### src/rtl/pipeline_stage_skid.sv
// pipeline_stage_skid
// Elastic two-entry pipeline stage (main + skid register) with valid/ready
// handshakes on both sides, plus freeze and flush control. Flushed entries
// reload RESET_VALUE so a flush still looks like a NOP bundle downstream.
// in_ready is derived only from registered state, freeze and flush, so there
// is no combinational path from out_ready back to in_ready.
// Optional feature macro: PIPE_STAGE_STATS_EN adds the stall_count and
// flush_count statistics ports and their saturating counters.

module pipeline_stage_skid #(
    parameter int unsigned           WIDTH       = 32,
    parameter logic [WIDTH-1:0]      RESET_VALUE = {WIDTH{1'b0}},
    parameter int unsigned           CNT_WIDTH   = 16
) (
    input  logic                 clk,
    input  logic                 rst,
    input  logic                 flush,
    input  logic                 freeze,
    input  logic                 in_valid,
    output logic                 in_ready,
    input  logic [WIDTH-1:0]     in_data,
    output logic                 out_valid,
    input  logic                 out_ready,
    output logic [WIDTH-1:0]     out_data,
    output logic [1:0]           occupancy
`ifdef PIPE_STAGE_STATS_EN
    ,
    output logic [CNT_WIDTH-1:0] stall_count,
    output logic [CNT_WIDTH-1:0] flush_count
`endif
);

    typedef enum logic [1:0] {
        EMPTY = 2'd0,
        HALF  = 2'd1,
        FULL  = 2'd2
    } state_t;

    state_t             r_state;
    state_t             w_nextState;
    logic [WIDTH-1:0]   r_main;
    logic [WIDTH-1:0]   r_skid;
    logic               w_accept;
    logic               w_pop;
    logic               w_loadMainIn;
    logic               w_loadMainSkid;
    logic               w_loadSkid;

    assign w_accept = in_valid & in_ready;
    assign w_pop    = out_valid & out_ready;
    assign out_data = r_main;

    // State register: EMPTY/HALF/FULL encoding doubles as the occupancy count.
    always_ff @(posedge clk or negedge rst) begin
        if (!rst) begin
            r_state <= EMPTY;
        end else begin
            r_state <= w_nextState;
        end
    end

    // Next-state and data-load decode; flush wins over freeze, and freeze
    // needs no special case because it already masks both handshakes.
    always_comb begin
        w_nextState    = r_state;
        w_loadMainIn   = 1'b0;
        w_loadMainSkid = 1'b0;
        w_loadSkid     = 1'b0;
        if (flush) begin
            w_nextState = EMPTY;
        end else begin
            case (r_state)
                EMPTY: begin
                    if (w_accept) begin
                        w_nextState  = HALF;
                        w_loadMainIn = 1'b1;
                    end
                end
                HALF: begin
                    if (w_accept && !w_pop) begin
                        w_nextState = FULL;
                        w_loadSkid  = 1'b1;
                    end else if (w_accept && w_pop) begin
                        w_nextState  = HALF;
                        w_loadMainIn = 1'b1;
                    end else if (w_pop) begin
                        w_nextState = EMPTY;
                    end
                end
                FULL: begin
                    if (w_pop) begin
                        w_nextState    = HALF;
                        w_loadMainSkid = 1'b1;
                    end
                end
                default: begin
                    w_nextState = EMPTY;
                end
            endcase
        end
    end

    // Handshake outputs depend only on registered state plus freeze/flush.
    always_comb begin
        in_ready  = (r_state != FULL) && !freeze && !flush;
        out_valid = (r_state != EMPTY) && !freeze;
        occupancy = r_state;
    end

    // Data registers: reload RESET_VALUE on flush, otherwise follow the decode.
    // Popped entries are left in place; out_valid qualifies them.
    always_ff @(posedge clk or negedge rst) begin
        if (!rst) begin
            r_main <= RESET_VALUE;
            r_skid <= RESET_VALUE;
        end else if (flush) begin
            r_main <= RESET_VALUE;
            r_skid <= RESET_VALUE;
        end else begin
            if (w_loadMainIn) begin
                r_main <= in_data;
            end else if (w_loadMainSkid) begin
                r_main <= r_skid;
            end
            if (w_loadSkid) begin
                r_skid <= in_data;
            end
        end
    end

`ifdef PIPE_STAGE_STATS_EN
    logic [CNT_WIDTH-1:0] r_stallCount;
    logic [CNT_WIDTH-1:0] r_flushCount;
    logic [CNT_WIDTH:0]   w_flushSum;

    assign w_flushSum  = {1'b0, r_flushCount} + {{(CNT_WIDTH-1){1'b0}}, occupancy};
    assign stall_count = r_stallCount;
    assign flush_count = r_flushCount;

    // Saturating statistics: stalled upstream cycles and entries discarded by flush.
    always_ff @(posedge clk or negedge rst) begin
        if (!rst) begin
            r_stallCount <= '0;
            r_flushCount <= '0;
        end else begin
            if (in_valid && !in_ready && (r_stallCount != {CNT_WIDTH{1'b1}})) begin
                r_stallCount <= r_stallCount + 1'b1;
            end
            if (flush) begin
                r_flushCount <= w_flushSum[CNT_WIDTH] ? {CNT_WIDTH{1'b1}}
                                                      : w_flushSum[CNT_WIDTH-1:0];
            end
        end
    end
`else
    // Statistics disabled: no counter state or ports exist in this build.
`endif

endmodule
### config.mk
export PLATFORM = sky130hd
export DESIGN_NAME = pipeline_stage_skid
export DESIGN_NICKNAME = d
export VERILOG_FILES = /design/src/rtl/pipeline_stage_skid.sv
export SDC_FILE = /design/constraint.sdc
export NUM_CORES = 1
export LEC_CHECK = 0
export ABC_CLOCK_PERIOD_IN_PS = 1900
export CORE_MARGIN = 5
export CORE_UTILIZATION = 50
export CTS_CLUSTER_SIZE = 20
export DETAILED_ROUTE_END_ITERATION = 8
export PLACE_DENSITY = 0.84
export SLEW_MARGIN = 30
export SYNTH_ARGS = -nofsm -noshare
export SYNTH_HDL_FRONTEND = slang
export SYNTH_SLANG_ARGS = --single-unit
export TNS_END_PERCENT = 30
### constraint.sdc
create_clock -name clk -period 1.9 [get_ports clk]
set_input_delay 0.285 -clock clk [delete_from_list [all_inputs] [get_ports clk]]
set_output_delay 0.285 -clock clk [all_outputs]
set_load 0.02 [all_outputs]
==> results of run 1 <==
## where the power goes
part / internal [mW] / leakage (nW) / switching [mW]
registers: 1.42 / 0.919 / 0.0126
clock network: 0.585 / 0.0918 / 0.503
logic: 0.187 / 0.884 / 0.186
total: 2.20 / 1.89 / 0.702
## path summary, 6_finish.rpt
path                                          startpoint                       end  slack, ps  cells past startpoint
worst max-delay path            occupancy[0]$_DFFE_PN0P_              occupancy[0]        170                      2
max in group asynchronous                            rst  occupancy[0]$_DFFE_PN0P_       1110                      3
worst min register to register  out_data[24]$_DFFE_PN0P_  out_data[24]$_DFFE_PN0P_        500                      1
min in group clk                out_data[24]$_DFFE_PN0P_  out_data[24]$_DFFE_PN0P_        500                      1
worst min-delay path                                 rst  out_data[30]$_DFFE_PN0P_        490                      3
worst max register to register  occupancy[1]$_DFFE_PN0P_  out_data[19]$_DFFE_PN0P_        180                      6
## Yosys cell counts (2+ instances only)
master	count	share of area [%]
dfrtp_1	66	52
nand2_1	66	7.7
mux2i_1	32	10
nand3b_1	32	7.5
o2bb2ai_2	20	9.4
o2bb2ai_1	14	3.8
clkbuf_1	7	0.82
nor2_1	5	0.59
buf_2	4	0.63
buf_4	4	0.94
buf_12	3	1.9
inv_1	2	0.23
nor3b_2	2	0.78
## through the flow
stage                     hold WS, ps  setup WS (ps)  power [mW]
after floorplan                 -10.6            333        1.63
after CTS                         496           9.48        2.93
after global routing              508           40.8        3.01
after detailed placement          332          -85.7        1.84
after global placement            328          -55.6        1.83
final                             489            172        2.90
## worst max-delay path, stage by stage (launching register included)
cell,delay [ps]
dfrtp_1,360
buf_4,150
clkdlybuf4s50_1,610
## kinds of logic (layout without fill, tap and decap cells)
| kind of cell | Yosys count | count (layout) | share of synthesized area, % |
|---|---|---|---|
| DFF | 66 | 66 | 51.6 |
| and+or+nand+nor | 111 | 111 | 18.2 |
| buffers and inverters | 23 | 108 | 5.51 |
| muxes | 32 | 32 | 10.0 |
| AOI/OAI and AO/OA | 40 | 40 | 14.7 |
## cell type report
| type | count | area (sq um) |
|---|---|---|
| fill | 469 | 1990 |
| clock inverter | 4 | 45.0 |
| tap | 77 | 96.3 |
| clock buffer | 10 | 128 |
| timing repair buffer | 92 | 972 |
| sequential | 66 | 1650 |
| multi-input combinational | 183 | 1390 |
| inverter | 2 | 7.51 |
## per-layer routing
| metal | wire [microns] | share of wire [%] |
|---|---|---|
| met1 | 3630 | 48 |
| met2 | 3590 | 47 |
| met3 | 226 | 3.0 |
| met4 | 112 | 1.5 |
| met5 | 0 | 0 |
## registers in the layout, indices dropped and copies added, names as in the netlist
name,flops
occupancy,2
r_skid,32
out_data,32
## what timing repair did
item	CTS	global route
hold buffers	1	0
endpoints found under the hold margin	66	0
endpoints found under the setup margin	1	1
gates resized for setup	1	1
==> flow_summary.ini, run 1 <==
[outcome]
status = finished clean

[clocking]
cts_tree = done
clock_latency_ps = 330
cts_sinks = 66
numCtsBuffers = 9
htreeDepth = 3
cts_setup_buffers = 0
path_clk_slew_ps = 60
cts-root-buf = clkbuf_8
cts.path.max_buffers = 2

[drt]
drtAntennaViolNets = 0
post_drt_via_cell_ratio = 5.45
vias = 2365
first_pass_iters = 4
drc = 0
wirelength_mm = 7.56
drtIter0Drc = 112
wire_per_inst_microns = 17.4

[floorplanning]
row_count = 29
die_w_microns = 90.0
dieArea_sq_mm = 0.00810
die_h_microns = 90.0
start_util_pct = 51.0
num_io_pins = 74
coreArea_sq_mm = 0.00628

[synth]
yosysWarnings = 0
synth_area_sq_mm = 0.00320
postSynthAreaPerCell_sq_um = 11.8
synth_edf_count = 0
synth_ff_type = dfrtp_1
ys_seq_area_share_pct = 51.6
postSynth.asyncResetShare_pct = 100
synth_seq_cells = 66
syn-num-nets = 310
syn-instance-count = 272
synth_cell_type_count = 28

[timing]
final-setup-viol-count = 0
finClkSkew_ps = 6.28
finalHoldViolCount = 0
fin_crit_sh_pct = 91.0
worst_pin_slew_ps = 359
rsz0062_at_grt = no
fmax_ghz = 0.579
slew_viol_final = 0
slew_headroom_pct = 76.0
period_minus_slack_ps = 1730
finalSetupTns_ps = 0

[worst_setup_path]
crit_fanout = 7
cp.required_ps = 1620
critPathLaunchType = flip-flop
path_class = flip-flop to output port
end_kind = output port
cp.arrival_ps = 1440

[place]
dp_hpwl_mm = 5.01
port_buffers = 73
postPlaceCellArea_sq_mm = 0.00411
gp_congestion = 0.727
dp_cells = 419

[power_and_ir_drop]
peakVddDrop_mv = 0.374
power_density_mw_per_mm2 = 676
power.leakage_nw = 1.89

[cells_and_area]
layout_common_cells = clkdlybuf4s50_1, dfrtp_1, nand2_1
final_util_pct = 68.3
final_cell_area_sq_mm = 0.00429
drive_gt1_share_pct = 16.8
layout.cells.non_filler = 434
areaGrowthSynthToFinish_pct = 34.0
final_common_cell = clkdlybuf4s50_1
n_antenna_cell = 0
num-nets-final = 392

[grt]
antenna_found_initial = 0
grt.total_usage_pct = 19.4
met1_usage_pct = 26.5
grt_overflow = 0
use_met3_pct = 3.26
grt_pass1_wl_mm = 13.0
busiest_layer = met2
grt_max_degree = 67
grt_pass1_vias = 2559
met2_usage_pct = 30.8

[hold_path]
hold_class = primary input to asynchronous set/reset pin

[flow_run]
max_cap_violations = 0
No activity file was read; power rests on OpenSTA's default activity.
==> inputs of run 2 (changes only) <==
Settings changed: SLEW_MARGIN 30 to 20.
==> results of run 2 <==
No change in the layout: final DEF, timing and power equal those of run 1.
